--- src/rtl/conv_win_if.sv ---
// rtl/conv_win_if.sv - memory, MAC and result-buffer signals of the convolution window sequencer
interface conv_win_if #(
  parameter int DATA_W = 8,
  parameter int RES_W  = 25,
  parameter int ADDR_W = 16
);
  logic                   start;
  logic                   busy;
  logic                   done;
  logic                   rd_en;
  logic [ADDR_W-1:0]      rd_addr;
  logic [DATA_W-1:0]      rd_data;
  logic [16*DATA_W-1:0]   win_data;
  logic                   win_valid;
  logic [RES_W-1:0]       mac_result;
  logic                   wr_en;
  logic [ADDR_W-1:0]      wr_addr;
  logic [RES_W-1:0]       wr_data;

  modport master (
    input  start, rd_data, mac_result,
    output busy, done, rd_en, rd_addr, win_data, win_valid, wr_en, wr_addr, wr_data
  );

  modport slave (
    output start, rd_data, mac_result,
    input  busy, done, rd_en, rd_addr, win_data, win_valid, wr_en, wr_addr, wr_data
  );
endinterface

--- src/rtl/conv_win_ctrl.sv ---
// rtl/conv_win_ctrl.sv - 4x4 stride-1 window sequencer with column reuse feeding the MAC
module conv_win_ctrl #(
  parameter int DATA_W  = 8,
  parameter int RES_W   = 25,
  parameter int IMG_W   = 8,
  parameter int IMG_H   = 8,
  parameter int ADDR_W  = 16,
  parameter int MAC_LAT = 1
) (
  input  logic       clk,
  input  logic       rst,
  conv_win_if.master bus
);
  localparam logic [ADDR_W-1:0] OX_MAX = ADDR_W'(IMG_W - 4);
  localparam logic [ADDR_W-1:0] OY_MAX = ADDR_W'(IMG_H - 4);
  localparam logic [ADDR_W-1:0] OUT_W  = ADDR_W'(IMG_W - 3);
  localparam logic [ADDR_W-1:0] IMG_WA = ADDR_W'(IMG_W);
  localparam logic [15:0]       LAST_WAIT = 16'(MAC_LAT - 1);

  typedef enum logic [2:0] {
    S_IDLE, S_FETCH, S_ISSUE, S_WAIT, S_WRITE, S_DONE
  } state_t;

  state_t                state_q, state_d;
  logic [ADDR_W-1:0]     ox_q, ox_d;
  logic [ADDR_W-1:0]     oy_q, oy_d;
  logic                  full_q, full_d;
  logic [15:0]           cnt_q, cnt_d;
  logic [16*DATA_W-1:0]  win_q, win_d;
  logic [3*DATA_W-1:0]   col_q, col_d;

  logic [15:0]           fetch_len;
  logic [15:0]           cap_idx;
  logic [4*DATA_W-1:0]   new_col;
  logic [ADDR_W-1:0]     rd_row;
  logic [ADDR_W-1:0]     rd_col;
  logic                  rd_phase;

  assign fetch_len = full_q ? 16'd16 : 16'd4;
  assign cap_idx   = cnt_q - 16'd1;
  assign new_col   = {bus.rd_data, col_q};
  assign rd_phase  = (state_q == S_FETCH) && (cnt_q < fetch_len);
  assign rd_row    = {{(ADDR_W-2){1'b0}}, cnt_q[1:0]};
  // At row start the four columns come from ox..ox+3; afterwards only the new right column.
  assign rd_col    = full_q ? (ox_q + {{(ADDR_W-2){1'b0}}, cnt_q[3:2]}) : (ox_q + ADDR_W'(3));

  always_ff @(posedge clk or posedge rst) begin
    if (rst) begin
      state_q <= S_IDLE;
      ox_q    <= '0;
      oy_q    <= '0;
      full_q  <= 1'b0;
      cnt_q   <= '0;
      win_q   <= '0;
      col_q   <= '0;
    end else begin
      state_q <= state_d;
      ox_q    <= ox_d;
      oy_q    <= oy_d;
      full_q  <= full_d;
      cnt_q   <= cnt_d;
      win_q   <= win_d;
      col_q   <= col_d;
    end
  end

  always_comb begin
    state_d = state_q;
    ox_d    = ox_q;
    oy_d    = oy_q;
    full_d  = full_q;
    cnt_d   = cnt_q;
    win_d   = win_q;
    col_d   = col_q;
    case (state_q)
      S_IDLE: begin
        if (bus.start) begin
          state_d = S_FETCH;
          ox_d    = '0;
          oy_d    = '0;
          full_d  = 1'b1;
          cnt_d   = '0;
        end
      end
      S_FETCH: begin
        // Read data lags rd_en by one cycle, so cnt-1 names the row being captured.
        if (cnt_q != 16'd0) begin
          case (cap_idx[1:0])
            2'd0: col_d[0*DATA_W +: DATA_W] = bus.rd_data;
            2'd1: col_d[1*DATA_W +: DATA_W] = bus.rd_data;
            2'd2: col_d[2*DATA_W +: DATA_W] = bus.rd_data;
            default: begin
              for (int r = 0; r < 4; r++) begin
                for (int c = 0; c < 3; c++) begin
                  win_d[(r*4+c)*DATA_W +: DATA_W] = win_q[(r*4+c+1)*DATA_W +: DATA_W];
                end
                win_d[(r*4+3)*DATA_W +: DATA_W] = new_col[r*DATA_W +: DATA_W];
              end
            end
          endcase
        end
        if (cnt_q == fetch_len) begin
          state_d = S_ISSUE;
          cnt_d   = '0;
        end else begin
          cnt_d = cnt_q + 16'd1;
        end
      end
      S_ISSUE: begin
        state_d = S_WAIT;
        cnt_d   = '0;
      end
      S_WAIT: begin
        if (cnt_q == LAST_WAIT) begin
          state_d = S_WRITE;
          cnt_d   = '0;
        end else begin
          cnt_d = cnt_q + 16'd1;
        end
      end
      S_WRITE: begin
        cnt_d = '0;
        if (ox_q < OX_MAX) begin
          ox_d    = ox_q + ADDR_W'(1);
          full_d  = 1'b0;
          state_d = S_FETCH;
        end else if (oy_q < OY_MAX) begin
          ox_d    = '0;
          oy_d    = oy_q + ADDR_W'(1);
          full_d  = 1'b1;
          state_d = S_FETCH;
        end else begin
          state_d = S_DONE;
        end
      end
      S_DONE:  state_d = S_IDLE;
      default: state_d = S_IDLE;
    endcase
  end

  assign bus.busy      = (state_q == S_FETCH) || (state_q == S_ISSUE) ||
                         (state_q == S_WAIT)  || (state_q == S_WRITE);
  assign bus.done      = (state_q == S_DONE);
  assign bus.rd_en     = rd_phase;
  assign bus.rd_addr   = rd_phase ? ((oy_q + rd_row) * IMG_WA + rd_col) : '0;
  assign bus.win_data  = win_q;
  assign bus.win_valid = (state_q == S_ISSUE);
  assign bus.wr_en     = (state_q == S_WRITE);
  assign bus.wr_addr   = (state_q == S_WRITE) ? (oy_q * OUT_W + ox_q) : '0;
  assign bus.wr_data   = (state_q == S_WRITE) ? bus.mac_result : '0;
endmodule

--- src/flat_wrapper.sv ---
// flat-port wrapper written by rule: the top's interface ports become plain ports
module conv_win_ctrl_flat 
#(
  parameter int DATA_W  = 8,
  parameter int RES_W   = 25,
  parameter int IMG_W   = 8,
  parameter int IMG_H   = 8,
  parameter int ADDR_W  = 16,
  parameter int MAC_LAT = 1
)
  (clk, rst, bus_start, bus_rd_data, bus_mac_result, bus_busy, bus_done, bus_rd_en, bus_rd_addr, bus_win_data, bus_win_valid, bus_wr_en, bus_wr_addr, bus_wr_data);
  conv_win_if #(.DATA_W(DATA_W), .RES_W(RES_W), .ADDR_W(ADDR_W)) bus_i ();
  input  logic clk;
  input  logic rst;
  input wire logic [$bits(bus_i.start)-1:0] bus_start;
  input wire logic [$bits(bus_i.rd_data)-1:0] bus_rd_data;
  input wire logic [$bits(bus_i.mac_result)-1:0] bus_mac_result;
  output wire logic [$bits(bus_i.busy)-1:0] bus_busy;
  output wire logic [$bits(bus_i.done)-1:0] bus_done;
  output wire logic [$bits(bus_i.rd_en)-1:0] bus_rd_en;
  output wire logic [$bits(bus_i.rd_addr)-1:0] bus_rd_addr;
  output wire logic [$bits(bus_i.win_data)-1:0] bus_win_data;
  output wire logic [$bits(bus_i.win_valid)-1:0] bus_win_valid;
  output wire logic [$bits(bus_i.wr_en)-1:0] bus_wr_en;
  output wire logic [$bits(bus_i.wr_addr)-1:0] bus_wr_addr;
  output wire logic [$bits(bus_i.wr_data)-1:0] bus_wr_data;
  assign bus_i.start = bus_start;
  assign bus_i.rd_data = bus_rd_data;
  assign bus_i.mac_result = bus_mac_result;
  assign bus_busy = bus_i.busy;
  assign bus_done = bus_i.done;
  assign bus_rd_en = bus_i.rd_en;
  assign bus_rd_addr = bus_i.rd_addr;
  assign bus_win_data = bus_i.win_data;
  assign bus_win_valid = bus_i.win_valid;
  assign bus_wr_en = bus_i.wr_en;
  assign bus_wr_addr = bus_i.wr_addr;
  assign bus_wr_data = bus_i.wr_data;
  conv_win_ctrl #(.DATA_W(DATA_W), .RES_W(RES_W), .IMG_W(IMG_W), .IMG_H(IMG_H), .ADDR_W(ADDR_W), .MAC_LAT(MAC_LAT)) u_core (.clk(clk), .rst(rst), .bus(bus_i));
endmodule
--- config.mk ---
export PLATFORM = sky130hd
export DESIGN_NAME = conv_win_ctrl_flat
export DESIGN_NICKNAME = d
export VERILOG_FILES = /design/src/rtl/conv_win_if.sv /design/src/rtl/conv_win_ctrl.sv /design/src/flat_wrapper.sv
export SDC_FILE = /design/constraint.sdc
export NUM_CORES = 1
export LEC_CHECK = 0
export ABC_AREA = 1
export CAP_MARGIN = 20
export CORE_MARGIN = 3
export CORE_UTILIZATION = 56
export DETAILED_ROUTE_END_ITERATION = 12
export GPL_ROUTABILITY_DRIVEN = 1
export PLACE_DENSITY_LB_ADDON = 0.05
export SYNTH_ARGS = -nofsm -noshare
export SYNTH_HDL_FRONTEND = slang
export SYNTH_SLANG_ARGS = --single-unit
export TNS_END_PERCENT = 20
--- constraint.sdc ---
create_clock -name clk -period 10.34 [get_ports clk]
set_clock_uncertainty 0.15 [all_clocks]
set_input_delay 1.551 -clock clk [delete_from_list [all_inputs] [get_ports clk]]
set_output_delay 1.551 -clock clk [all_outputs]
set_load 0.01 [all_outputs]
# == Word level (Yosys, flattened, before mapping) ==
# Index checks and enable logic that the tools add are counted.
# word_totals
regBits,204
input_bits,36
# classes
addsub,9
multipliers,1
magnitude_cmp,3
eq_ne,14
n_mux,25
n_bitwise,1
reduce_logical,20
# ops
cell,n
$mux W16,10
$pmux W16 S2,2
$pmux W16 S4,1
$add A16 B1 Y16 const B,3
$add A16 B16 Y16,2
$lt A16 B3 Y1 const B,2
$mux W25,1
$reduce_and A3 Y1,6
$add A16 B2 Y16,1
$add A16 B2 Y16 const B,1
$eq A16 B5 Y1,1
$logic_not A16 Y1,1
$lt A16 B5 Y1,1
$mul A16 B3 Y16 const B,1
$reduce_bool A16 Y1,1
$mux W3,5
$pmux W3 S5,1
$add A13 B2 Y13,1
$eq A3 B2 Y1 const B,2
$eq A3 B3 Y1 const B,2
$ne A2 B2 Y1 const B,3
$mux W5,1
$ne A2 B1 Y1 const B,2
$reduce_and A4 Y1,1
other kinds (17),21

# == Longest topological paths before layout ==
# depth
depth_word,5
depth_mapped,20

# == Least setup slack after synthesis ==
# Ideal clock, no wire load.
# synth_timing
kind,register to output
start,register u_core.cnt_q[2]
end,output bus_rd_addr[15]
arrival_time_ps,2995
required_time_ps,8639
slack_ps,5644
stages_incl_launch_ff,19
cell_sequence,dfrtp_1 -> inv_1 -> ha_1 -> inv_1 -> ha_1 -> inv_1 -> fa_1 -> nor2_1 -> nand4_1 -> nor4_1 -> xor2_1 -> ha_1 -> a21oi_1 -> o21ai_0 -> nand2_1 -> nand3_1 -> nand3_1 -> nand2_1 -> nor2_1
# synth_between
elab_chain_cells,4
elab_cells_between_ends,6
# synth_lines
item,line_no,source
"start, declared",conv_win_ctrl.sv:28,"logic [15:0] cnt_q, cnt_d;"
"start signal, assigned",conv_win_ctrl.sv:61,cnt_q <= cnt_d;
$add A16 B2 Y16,conv_win_ctrl.sv:45,"assign rd_col = full_q ? (ox_q + {{(ADDR_W-2){1'b0}}, cnt_q[3:2]}) : (ox_q + ADDR_W'(3));"
$mux W16,conv_win_ctrl.sv:45,
$add A16 B16 Y16,conv_win_ctrl.sv:145,assign bus.rd_addr = rd_phase ? ((oy_q + rd_row) * IMG_WA + rd_col) : '0;
$mux W16 (*),conv_win_ctrl.sv:145,
"end, declared",flat_wrapper.sv:21,output wire logic [$bits(bus_i.rd_addr)-1:0] bus_rd_addr;
# Mark *: on every way between the ends. The rest lies on a longest branch, timed or not.

# == Worst setup path in the final report ==
# layout_timing
start,register u_core.cnt_q[2]
end,output bus_rd_addr[14]
# Same word-level chain as after synthesis.

==> summary.txt <==
Setup path
  • CP startpoint kind: flip-flop
  • Critical path class: reg2out
  • Largest stage delay, worst path: 0.55 ns
  • Delay-heaviest family, CP: simple AND/OR/NAND/NOR gates
  • CP max-delay cell: clkdlybuf4s50_1
  • CP cell instances: inv_1 > ha_1 > inv_1 > ha_1 > inv_1 > fa_1 > nor2_1 > nand4_1 > nor4_1 > xor2_1 > ha_1 > nand2_1 > nor3_1 > nand3_1 > nand4_1 > nand2_1 > nor2_1 > clkdlybuf4s50_1
  • Critical Path Stages: 18
  • Req. time, crit path: 8.64 ns
  • Buffers and inverters on the worst path: 4
  • Crit. End Element: output port
  • Worst path arrival time: 4.42 ns
  • Maximum net fanout on the critical path: 5
  • Register-to-Register Path Depth: 9

CTS
  • TritonCTS Sinks: 204
  • Resized cells post-CTS: 0
  • CTS Hold Bufs: 0
  • Reg clk slew, reported paths: 0.06 ns
  • H-tree depth: 1
  • Worst skew pair latency: 0.50 ns
  • Deepest clock path buffer count: 3
  • CTS root buffer: clkbuf_16
  • CTS tree: yes
  • CTS buffer count: 23
  • Post-CTS setup buffer count: 0

Timing
  • Final setup violation count: 0
  • Tmin final: 6.12 ns
  • Least-Margin Pin Slew: 0.892 ns
  • F_max: 163 MHz
  • Post-route clock period utilization: 59.2%
  • Final Max Tran Viols: 0
  • Final setup TNS: 0 ns
  • Unrepaired setup endpoints after global routing: false
  • Final worst slack: 4.22 ns
  • Endpoints failing hold: 0
  • Relative slew slack: 40.4%

Global routing
  • Initial antenna violation count: 0
  • GRT Total Usage: 24.1%
  • Total gr overflow: 0
  • Vias in the first global route: 9122
  • First-pass GRT wire length: 43.0 mm
  • Largest net degree at the start of global routing: 124

Floorplan
  • Die width: 146 um
  • Core Box Area: 19000 sq um
  • Die height: 146 um
  • Die area: 21300 sq um
  • I/O pin count: 226
  • Starting Density: 57.9%
  • Row cnt: 50

Final layout
  • Most frequent cells in the layout: 259 x nand2_1, 245 x inv_1, 225 x clkdlybuf4s50_1
  • Register Area: 5100 sq um
  • Layout cell share with drive strength beyond 1: 3.00%
  • Area Growth Syn to Fin: 29.1%
  • Most common cell after layout, fill and taps aside: nand2_1
  • Fin util: 74.7%
  • Diode count: 0
  • Fillcell total: 1464
  • Fin nets: 1692
  • Multi-input gate area: 4720 sq um

Hold path
  • Tightest Hold Check Type: reg2reg
  • Hold Crit Depth: 2

Power and ir drop
  • Seq pwr share: 47.2%
  • Combinational group share of total power: 7.2%
  • Sw Ratio: 22.0%
  • Int Power: 1400 uW
  • Leakage Power: 0.00722 uW
  • Switch Pwr: 396 uW
  • Power density over the cells: 127 nW/um^2
  • Peak VDD IR: 0.0713 mV
  • Clock share of power: 45.6%

Logic synthesis
  • Yosys warning total: 0
  • Synth cell types: 34
  • Synthesized Nets: 1478
  • Post-synth EDFFs: 0
  • Async S/R FF share, synth: 100%
  • Ys flop type: dfrtp_1
  • Avg Cell Area, Syn: 8.01 sq um
  • Main area contributors after synthesis: dfrtp_1 47%, nand2_1 8.9%, inv_1 8.4%, nor2_1 6.4%, ha_1 6.4%
  • Synth top area share: 46.5%
  • Largest area contributor in the netlist: dfrtp_1
  • Sequential share of the synthesized area: 46.5%
  • Synth Instances: 1370
  • Synth Register Bits: 204
  • Mapped Area: 11000 sq um

Place
  • Port bufs: 225
  • Placed wire-length estimate: 19.1 mm
  • Routability Congestion: 0.903
  • DP Worst Slack: 4.78 ns

Routing
  • Residual DRC: 0
  • Initial DRC count: 553
  • Initial DRT Pass Iterations: 5
  • Routed Wire Length: 26.0 mm
  • Via/cell ratio: 5.04
  • Wire length per cell: 14.0 um
  • Post-route ant nets: 0
  • Total number of vias: 9377

Outcome
  • Run status: finished clean

Flow run
  • Max-cap check violation count: 0
-- synthesized netlist by cell type, types with 2 or more instances --
cell type  number
a21oi_1        94
a31oi_1         2
buf_2          22
buf_4           3
buf_6           4
clkbuf_1        6
clkbuf_2        6
dfrtp_1       204
fa_1           16
ha_1           56
inv_1         246
nand2_1       259
nand3_1        45
nand4_1        14
nor2_1        188
nor3_1         13
nor3b_1         3
o211ai_1        3
o21ai_0       132
o21bai_1        3
or2_2           3
xnor2_1         5
xor2_1         32
-- sequential cells by signal, summed over array words and instances, names as in the netlist --
signal / count
u_core.bus.win_data: 128
u_core.col_q: 24
u_core.full_q: 1
u_core.state_q: 3
u_core.ox_q: 16
u_core.cnt_q: 16
u_core.oy_q: 16
-- kinds of logic after synthesis --
group | after synthesis | share of synthesized area [%]
xor gates and xnor gates | 37 | 2.95
adders and majority gates | 72 | 9.30
buffers and inverters | 289 | 10.6
DFF | 204 | 46.5
and+or+nand+nor | 530 | 19.6
AOI/OAI and AO/OA | 238 | 11.1
-- final timing paths --
path / from / to / slack, ns
min reg2reg: u_core.bus.win_data[69] / u_core.bus.win_data[69] / 0.33
max in group asynchronous: rst / u_core.cnt_q[14] / 7.35
max: u_core.cnt_q[2] / bus_rd_addr[14] / 4.22
min in group asynchronous: rst / u_core.bus.win_data[66] / 1.47
max reg2reg: u_core.cnt_q[1] / u_core.bus.win_data[94] / 7.11
min: u_core.bus.win_data[69] / u_core.bus.win_data[69] / 0.33
-- layout make-up --
cell class	count	area share [%]
Clock buffer	35	4.81
Clock inverter	6	0.627
Inverter	248	6.62
Multi-Input combinational cell	877	33.3
Sequential cell	204	36.0
Tap cell	260	2.30
Timing Repair Buffer	230	16.3
-- metal layers --
layer | share of wire, % | vias up | global-route usage, %
met5 | 0 | - | 0
met2 | 49 | 328 | 42.2
met1 | 42 | 4296 | 31.2
met4 | 2.2 | 0 | 6.82
met3 | 7.0 | 45 | 3.86
li1 | - | 4708 | -
-- through the flow --
| step | power (uW) | cells | area (sq um) | hold WS (ns) |
|---|---|---|---|---|
| global placement | 988 | 1818 | 13400 | 0.315 |
| CTS | 1810 | 1859 | 14100 | 0.336 |
| detailed placement | 992 | 1818 | 13400 | 0.322 |
| global route | 1860 | 1860 | 14200 | 0.358 |
| finish | 1800 | 1860 | 14200 | 0.329 |
| floorplan | 910 | 1370 | 11000 | 0.304 |
-- power groups by stage --
| stage | combinational (uW) | clock (uW) | sequential [uW] |
|---|---|---|---|
| 6_report | 129 | 819 | 848 |
| 5_1_grt | 143 | 864 | 851 |
| 4_1_cts | 131 | 831 | 848 |
| 3_5_place_dp | 130 | 0 | 862 |
| 3_3_place_gp | 127 | 0 | 861 |
| 2_1_floorplan | 37.9 | 0 | 872 |
-- tightest hold or removal path, stage by stage, from the launching register on --
cell and delay, ns:
dfrtp_1 0.34, nand2_1 0.05, o21ai_0 0.05
Power figures use the tool's default switching activity.
